File: src/rtl/softmax_argmax.sv
// Softmax / argmax classifier head.
// Scans a logit vector for its maximum, optionally drives an external exp engine,
// normalises the exponentials with a sequential restoring divider and streams
// the probabilities out under valid/ready flow control.
module softmax_argmax #(
  parameter int unsigned DATA_WIDTH    = 32,
  parameter int unsigned FRACTION_BITS = 20,
  parameter int unsigned MAX_NUM       = 16,
  parameter int unsigned ADR_WIDTH     = 4
) (
  input  logic                  clk,
  input  logic                  rst_n,
  input  logic                  start_i,
  input  logic [ADR_WIDTH:0]    cfg_len_i,
  input  logic                  cfg_argmax_only_i,
  output logic                  busy_o,
  output logic                  done_o,
  output logic [ADR_WIDTH-1:0]  rd_adr_o,
  input  logic [DATA_WIDTH-1:0] rd_data_i,
  output logic                  exp_start_o,
  output logic [DATA_WIDTH-1:0] exp_arg_o,
  input  logic                  exp_done_i,
  input  logic [DATA_WIDTH-1:0] exp_result_i,
  output logic                  out_valid_o,
  input  logic                  out_ready_i,
  output logic [ADR_WIDTH-1:0]  out_adr_o,
  output logic [DATA_WIDTH-1:0] out_data_o,
  output logic                  out_last_o,
  output logic [ADR_WIDTH-1:0]  argmax_idx_o,
  output logic [DATA_WIDTH-1:0] max_val_o
);

  localparam int unsigned LenW       = ADR_WIDTH + 1;
  localparam int unsigned RecipSteps = 2 * FRACTION_BITS + 1;
  localparam int unsigned CntW       = $clog2(RecipSteps);
  localparam int unsigned ProdW      = 2 * DATA_WIDTH;
  localparam logic [DATA_WIDTH-1:0] MaxPos = {1'b0, {(DATA_WIDTH - 1){1'b1}}};
  localparam logic [DATA_WIDTH-1:0] MinNeg = {1'b1, {(DATA_WIDTH - 1){1'b0}}};

  typedef enum logic [2:0] {
    StIdle, StMax, StExpReq, StExpWait, StRecip, StOut, StDone
  } state_e;

  state_e                 state_q, state_d;
  logic [ADR_WIDTH-1:0]   idx_q, idx_d;
  logic [LenW-1:0]        len_q, len_d;
  logic                   amo_q, amo_d;
  logic [DATA_WIDTH-1:0]  max_q, max_d;
  logic [ADR_WIDTH-1:0]   argmax_q, argmax_d;
  logic [DATA_WIDTH-1:0]  sum_q, sum_d;
  logic [DATA_WIDTH-1:0]  rem_q, rem_d;
  logic [DATA_WIDTH-1:0]  recip_q, recip_d;
  logic [CntW-1:0]        cnt_q, cnt_d;
  logic [DATA_WIDTH-1:0]  exp_buf_q [MAX_NUM];
  logic                   buf_we;

  logic                   last_elem;
  logic                   in_exp;
  logic [DATA_WIDTH:0]    rem_sh;
  logic signed [DATA_WIDTH:0] sum_ext;
  logic [DATA_WIDTH-1:0]  buf_rd;
  logic signed [ProdW-1:0] prod;

  assign last_elem = ({1'b0, idx_q} == (len_q - LenW'(1)));
  assign in_exp    = (state_q == StExpReq) || (state_q == StExpWait);
  assign buf_rd    = exp_buf_q[idx_q];

  // Next-state, datapath and divider step.
  always_comb begin
    state_d  = state_q;
    idx_d    = idx_q;
    len_d    = len_q;
    amo_d    = amo_q;
    max_d    = max_q;
    argmax_d = argmax_q;
    sum_d    = sum_q;
    rem_d    = rem_q;
    recip_d  = recip_q;
    cnt_d    = cnt_q;
    buf_we   = 1'b0;
    // Dividend is 2^(2*FRACTION_BITS): only its first (MSB) bit is set.
    rem_sh   = {rem_q, (cnt_q == '0)};
    sum_ext  = $signed({sum_q[DATA_WIDTH-1], sum_q}) +
               $signed({exp_result_i[DATA_WIDTH-1], exp_result_i});
    unique case (state_q)
      StIdle: begin
        if (start_i) begin
          state_d = StMax;
          idx_d   = '0;
          sum_d   = '0;
          amo_d   = cfg_argmax_only_i;
          len_d   = ((cfg_len_i == '0) || (cfg_len_i > LenW'(MAX_NUM))) ?
                    LenW'(MAX_NUM) : cfg_len_i;
        end
      end
      StMax: begin
        // Strict compare keeps the lowest index on ties.
        if ((idx_q == '0) || ($signed(rd_data_i) > $signed(max_q))) begin
          max_d    = rd_data_i;
          argmax_d = idx_q;
        end
        if (last_elem) begin
          idx_d   = '0;
          state_d = amo_q ? StDone : StExpReq;
        end else begin
          idx_d = idx_q + 1'b1;
        end
      end
      StExpReq: state_d = StExpWait;
      StExpWait: begin
        if (exp_done_i) begin
          buf_we = 1'b1;
          if (sum_ext[DATA_WIDTH] != sum_ext[DATA_WIDTH-1]) begin
            sum_d = sum_ext[DATA_WIDTH] ? MinNeg : MaxPos;
          end else begin
            sum_d = sum_ext[DATA_WIDTH-1:0];
          end
          if (last_elem) begin
            state_d = StRecip;
            cnt_d   = '0;
            rem_d   = '0;
            recip_d = '0;
          end else begin
            idx_d   = idx_q + 1'b1;
            state_d = StExpReq;
          end
        end
      end
      StRecip: begin
        if (rem_sh >= {1'b0, sum_q}) begin
          rem_d   = DATA_WIDTH'(rem_sh - {1'b0, sum_q});
          recip_d = {recip_q[DATA_WIDTH-2:0], 1'b1};
        end else begin
          rem_d   = rem_sh[DATA_WIDTH-1:0];
          recip_d = {recip_q[DATA_WIDTH-2:0], 1'b0};
        end
        if (cnt_q == CntW'(RecipSteps - 1)) begin
          state_d = StOut;
          idx_d   = '0;
        end else begin
          cnt_d = cnt_q + 1'b1;
        end
      end
      StOut: begin
        if (out_ready_i) begin
          if (last_elem) begin
            state_d = StDone;
          end else begin
            idx_d = idx_q + 1'b1;
          end
        end
      end
      StDone:  state_d = StIdle;
      default: state_d = StIdle;
    endcase
  end

  // Control and result registers; reset aborts any run in progress.
  always_ff @(posedge clk or negedge rst_n) begin
    if (!rst_n) begin
      state_q  <= StIdle;
      idx_q    <= '0;
      len_q    <= '0;
      amo_q    <= 1'b0;
      max_q    <= '0;
      argmax_q <= '0;
      sum_q    <= '0;
      rem_q    <= '0;
      recip_q  <= '0;
      cnt_q    <= '0;
    end else begin
      state_q  <= state_d;
      idx_q    <= idx_d;
      len_q    <= len_d;
      amo_q    <= amo_d;
      max_q    <= max_d;
      argmax_q <= argmax_d;
      sum_q    <= sum_d;
      rem_q    <= rem_d;
      recip_q  <= recip_d;
      cnt_q    <= cnt_d;
    end
  end

  // Exponential buffer; contents are only read after being written in the same run.
  always_ff @(posedge clk) begin
    if (buf_we) begin
      exp_buf_q[idx_q] <= exp_result_i;
    end
  end

  // Output decode; everything is gated to zero outside the phase that drives it.
  always_comb begin
    prod         = $signed({{DATA_WIDTH{buf_rd[DATA_WIDTH-1]}}, buf_rd}) *
                   $signed({{DATA_WIDTH{1'b0}}, recip_q});
    busy_o       = (state_q != StIdle);
    done_o       = (state_q == StDone);
    exp_start_o  = (state_q == StExpReq);
    rd_adr_o     = ((state_q == StMax) || in_exp) ? idx_q : '0;
    exp_arg_o    = in_exp ? (rd_data_i - max_q) : '0;
    out_valid_o  = (state_q == StOut);
    out_adr_o    = out_valid_o ? idx_q : '0;
    out_last_o   = out_valid_o && last_elem;
    out_data_o   = out_valid_o ? DATA_WIDTH'(prod >>> FRACTION_BITS) : '0;
    argmax_idx_o = argmax_q;
    max_val_o    = max_q;
  end

endmodule

File: config.mk
export PLATFORM = sky130hd
export DESIGN_NAME = softmax_argmax
export DESIGN_NICKNAME = d
export VERILOG_FILES = /design/src/rtl/softmax_argmax.sv
export SDC_FILE = /design/constraint.sdc
export NUM_CORES = 2
export LEC_CHECK = 0
export BUFFER_PORTS_ARGS = -buffer_cell sky130_fd_sc_hd__clkbuf_2
export CORE_ASPECT_RATIO = 1.4
export CORE_MARGIN = 2
export CORE_UTILIZATION = 39
export CTS_BUF_LIST = sky130_fd_sc_hd__clkbuf_16
export DETAILED_ROUTE_END_ITERATION = 10
export GPL_ROUTABILITY_DRIVEN = 0
export GPL_TIMING_DRIVEN = 0
export MAX_ROUTING_LAYER = met4
export SYNTH_ARGS = -nofsm -noshare
export SYNTH_HDL_FRONTEND = slang
export SYNTH_SLANG_ARGS = --single-unit
File: constraint.sdc
create_clock -name clk -period 12.55 [get_ports clk]
set_clock_uncertainty 0.2 [all_clocks]
set_input_delay 1.8825 -clock clk [delete_from_list [all_inputs] [get_ports clk]]
set_output_delay 1.8825 -clock clk [all_outputs]
set_load 0.05 [all_outputs]
; Yosys cells after proc, flatten, opt, wreduce, memory -nomap -nowiden
; Memory sizes are Yosys's and may differ from the RTL's.
; Index checks and enable logic that the tools add are counted.
[classes]
magnitude_cmp = 3
mux = 40
addsub = 6
mul = 1
n_eq_ne = 17
n_reduce_logical = 20
[op_table]
columns = cell, count
row1 = two-way mux 32 bit, 9
row2 = case mux 32 bit (2 select lines), 3
row3 = subtractor 32 bit, 2
row4 = multiplier 32 x 33 -> 52 bit, 1
row5 = adder 32 x 32 -> 33 bit, 1
row6 = greater-or-equal comparator 33 x 32 -> 1 bit, 1
row7 = greater-than comparator 32 bit, 1
row8 = two-way mux 4 bit, 8
row9 = two-way mux 3 bit, 8
row10 = case mux 4 bit (5 select lines), 1
row11 = two-way mux 6 bit, 3
row12 = case mux 3 bit (6 select lines), 1
row13 = inequality test 2 bit (second input constant), 6
row14 = case mux 6 bit (2 select lines), 1
row15 = == test 3 bit (second input constant), 3
row16 = adder 6 x 1 -> 6 bit (second input constant), 1
row17 = == test 3 x 2 -> 1 bit (second input constant), 2
row18 = == test 6 bit (second input constant), 1
row19 = logical NOT 6 bit, 1
row20 = AND reduction 3 bit, 2
row21 = AND reduction 6 bit, 1
row22 = == test 4 x 5 -> 1 bit, 1
row23 = greater-than comparator 5 bit (second input constant), 1
row24 = logical NOT 5 bit, 1
row25 = other kinds (17), 27
[word_totals]
ram_bits = 512
n_memories = 1
word_cells = 98
out_inout_bits = 113
inputBits = 75
register_bits = 151
[mem_list]
columns = name, words, word_bits, rd, rd_ports_with_merged_regs, write_ports, line
row1 = exp_buf_q, 16, 32, 1, 0, 1, 54  ; logic [DATA_WIDTH-1:0] exp_buf_q [MAX_NUM];

; Longest topological paths before layout
[logic_depth]
word_depth = 5
mapped_depth = 38
depth_no_buf = 31

; Worst setup path after synthesis
; No wires, ideal clock.
[synth_path]
kind = register to output
startpoint = reg idx_q[1]
endpoint = out out_data_o[8]
n_path_buf = 7
arrival_ps = 11428
path_slack_ps = -960
required_ps = 10467
path_stages_with_launch = 35
path_cell_list = dfrtp_1 clkbuf_1 buf_2 buf_2 buf_2 buf_1 clkbuf_1 mux4_2 mux4_2 clkbuf_1 and2_1 fa_1 fa_1 inv_1 fa_1 fa_1 inv_1 fa_1 inv_1 fa_1 inv_1 fa_1 inv_1 fa_1 inv_1 ha_1 nand2_1 a21oi_1 a221oi_1 o21ai_0 a31oi_1 o21bai_1 a21oi_2 nor2_1 a2111oi_0
[synth_via]
elab_chain_len = 3
[synth_lines]
columns = item, line
row1 = from (decl), 45  ; logic [ADR_WIDTH-1:0] idx_q, idx_d;
row2 = from (signal assigned), 173  ; idx_q <= idx_d;
row3 = memory (16 x 32 bit), n/a
row4 = multiplier 32 x 33 -> 52 bit, 194  ; prod = $signed({{DATA_WIDTH{buf_rd[DATA_WIDTH-1]}}, buf_rd}) *
row5 = two-way mux 32 bit, 204  ; out_data_o = out_valid_o ? DATA_WIDTH'(prod >>> FRACTION_BITS) : '0;
row6 = to (decl), 27  ; output logic [DATA_WIDTH-1:0] out_data_o,
; Every way passes these cells.

; Worst setup path in the final report
[layout_path]
startpoint = reg idx_q[1]
endpoint = out out_data_o[29]
; The elaborated chain is that of the path after synthesis.

==> results summary <==
The post-synthesis instance area came out at 60310 um2. The post-detailed-route DRC marker count came out at 0. The beginning of the critical path is idx_q[1]. The main combinational cell family by area after synthesis is adder cells. Clock-pin slew was measured on the worst setup and hold paths at 0.07 ns. The kind of critical path is reg -> out.

The layout overhead on the synthesized area came out at 14.53%. TritonCTS built the clock tree. The maximum net fanout on the critical path is 10. The final routed wirelength across all metal layers is 184000 um. The mux share of post-synthesis cell area came out at 7.124%.

The run finished, with violations left. The hold buffer count at CTS came out at 0. The initial core utilization came out at 39.33%. The accumulated negative setup slack is -0.2841 ns. The startpoint identified for the worst register-to-register timing path is cnt_q[0]. The number of vias per cell after detailed routing is 5.237. Counting stages on the worst path, the most repeated cell is sky130_fd_sc_hd__fa_1. The sequential share of the synthesized area came out at 31.76%. Global routing finished with a remaining overflow of 0. The slowest stage of the critical path is the sky130_fd_sc_hd__mux4_2 cell.

The startpoint identified for the worst hold timing path is rem_q[31]. The global-route wire length before repair came out at 276600 um. For the pin with the worst max-slew slack, the measured transition is 1.440 ns.

The number of detailed-routing iterations run before antenna repair came out at 5. After technology mapping, the gate count stands at 5287. For this run, the total global-route usage over all layers was measured as 24.28%. The number of flops mapped to enable cells by yosys came out at 512. The average cell area after synthesis came out at 11.41 um2. Input and output buffers added on the ports amount to 187. The count of final setup violators came out at 3. At the worst endpoint, the required time is 10.47 ns.

The horizontal die dimension came out at 336.4 um. The count of cell types in the netlist is 89. The worst stage delay on the critical path came out at 0.68 ns. The overall via count from detail_route came out at 40971. The root buffer cell chosen for the clock tree is sky130_fd_sc_hd__clkbuf_16. The number of CTS-inserted buffers came out at 57. The yosys synthesis warning count came out at 0. The maximum level of the CTS H-tree is 2.

The full die area is 157800 um2. The largest net degree at the start of global routing is 80. On the final layout, the worst hold slack is 0.2924 ns.

The HPWL after detailed placement came out at 146400 um. The checks that failed: setup timing. The post-route clock period utilization came out at 101.0%. The compound-cell area share of the yosys netlist is 5.423%. In the post-route analysis, the smallest setup slack over all paths is -0.1199 ns. In the layout the commonest cells are sky130_fd_sc_hd__inv_1, sky130_fd_sc_hd__fa_1, sky130_fd_sc_hd__nand2_1. The total buffers and inverters traversed by the critical path is 10. The post-detailed-route wirelength per cell came out at 23.52 um. The area share of and/or/nand/nor cells after synthesis is 11.69%. The kind of cell with the highest combined delay along the critical path is adder cells. The number of register bits inferred by synthesis came out at 663.

The number of placed I/O pins came out at 188. The tool flagged a number of max-cap violations equal to 0. Setup repair after global routing could not meet its margin everywhere.

The end-of-flow core utilization is 45.04%. The final critical path time including I/O delays and setup came out at 12.67 ns. The area share of xor/xnor cells in the synthesized design came out at 1.801%.

The path class of the tightest hold or removal check is reg -> reg. VDD sags by at most 0.1562 mV. The number of clock sinks is 663. Static timing analysis puts the maximum clock frequency at 78.93 MHz. For this run, the number of standard cells in the final layout without fillers is 7824. The clock network latency to the later pin of the worst-skew pair came out at 0.63 ns. The worst setup path is launched from a flip-flop.

The number of antenna violations at the first check in global routing came to 24. The share of flip-flops with an asynchronous set or reset is 22.78%. The DRC marker count from the first detailed-route iteration came out at 3040. The critical path endpoint category is a primary output.

Measured against its own limit, the worst slew margin works out to 3.742%. The buffer levels on the longest clock path came out at 3. The y dimension of the die came out at 469.3 um. The number of max-slew violations in the final report is 0. In the synthesized netlist the dominant register cell turns out to be sky130_fd_sc_hd__edfxtp_1.

The number of global-route vias before repair was 44341. The power per standard cell area is 215.9 nW/um2. In this run the remaining antenna-violating nets after routing total 0. Row generation in the floorplan step produced 170 rows. The final-report hold violation count is 0. When the netlist entered floorplanning its net count stood at 6517. The post-placement cell count is 7607. The library cell used most frequently in the layout, excluding fill and tap cells, is sky130_fd_sc_hd__inv_1. The overall power of the completed layout is 0.01491 W. The core area is 153400 um2. The number of nets in the final layout is 6918. The ratio of cells with drive above 1 in the final layout came out at 15.62%.

The arrival time reported for the critical path endpoint is 10.59 ns. Summed over all cells, the static leakage comes to 30.53 nW. The adder and majority cell fraction of the synthesized area came out at 34.38%.
-- cell usage after synthesis (84+ instances only) --
cell                       count  area (um2)
sky130_fd_sc_hd__a21oi_1      99       495.5
sky130_fd_sc_hd__and2_1      518        3241
sky130_fd_sc_hd__clkbuf_1    234       878.3
sky130_fd_sc_hd__dfrtp_1     151        3779
sky130_fd_sc_hd__edfxtp_1    512       15370
sky130_fd_sc_hd__fa_1        837       16760
sky130_fd_sc_hd__ha_1        318        3979
sky130_fd_sc_hd__inv_1       974        3656
sky130_fd_sc_hd__mux4_2      154        3468
sky130_fd_sc_hd__nand2_1     526        1974
sky130_fd_sc_hd__nor2_1      157       589.3
sky130_fd_sc_hd__o21ai_0     109       545.5
sky130_fd_sc_hd__xnor2_1      84       735.7
-- metrics by stage --
step / instance area (um2) / worst slack (ns)
after global routing: 69060 / -0.3031
after global placement: 63840 / -2.711
after CTS: 68490 / -0.09649
after detailed placement: 64630 / -2.777
final: 69070 / -0.1199
after floorplan: 60320 / 0.1879
-- where the power goes --
group          leakage [nW]  switching, W  internal [W]
clock                  1.01      0.000862       0.00107
combinational          23.0       0.00616       0.00404
sequential             6.52      0.000185       0.00259
total                  30.5       0.00720       0.00771
-- cell type report --
class                   count  area, um2
clock inverters            51      621.8
fillers                 14243      84290
diodes                     23      57.56
inverters                 974       3656
clock buffers              57       1426
multi-input cells        3381      37090
repair buffers            351       2664
flip-flops and latches    663      19150
well taps                2064       2582
plain buffers             260       1818
-- what timing repair did --
action,in CTS,in global routing
endpoints found under the setup margin,32,24
cloned,4,4
buffers inserted,65,25
pin swaps,69,82
resized for setup,317,148
-- metal layers --
layer	up-vias	GRT usage (%)	part of all wire [%]
met5	-	-	0
met4	0	12.30	6.0
met3	424	2.666	5.2
met2	1365	43.10	53
met1	21305	26.78	36
li1	17877	-	-
-- path summary, 6_finish.rpt --
| path | to | slack, ns | cells after the start |
|---|---|---|---|
| worst max-delay path | out_data_o[29] | -0.12 | 32 |
| min in group asynchronous | max_val_o[6] | 1.07 | 1 |
| max in group asynchronous | idx_q[1] | 10.18 | 2 |
| worst min-delay path | rem_q[31] | 0.29 | 2 |
| worst max register to register | rem_q[23] | 7.56 | 17 |
| worst min register to register | rem_q[31] | 0.29 | 2 |
-- worst min-delay path: cells and delay by family (launching register included) --
kind,cells,cell delay [ns]
flip-flops,1,0.35
AO/OA/AOI/OAI,1,0.06
AND/OR/NAND/NOR,1,0.05
-- flip-flops by register name, summed over array words and instances, names as in the netlist, 5 cells and up --
signal and cells:
len_q 5, sum_q 32, recip_q 32, cnt_q 6
rem_q 32, max_val_o 32, exp_buf_q 512
-- logic make-up after synthesis --
group / Yosys count
adders and majority gates: 1155
DFF: 663
xor gates and xnor gates: 124
buffers and inverters: 1243
muxes: 224
AOI/OAI and AO/OA: 473
and+or+nand+nor: 1405
No activity file was read; power rests on OpenSTA's default activity.
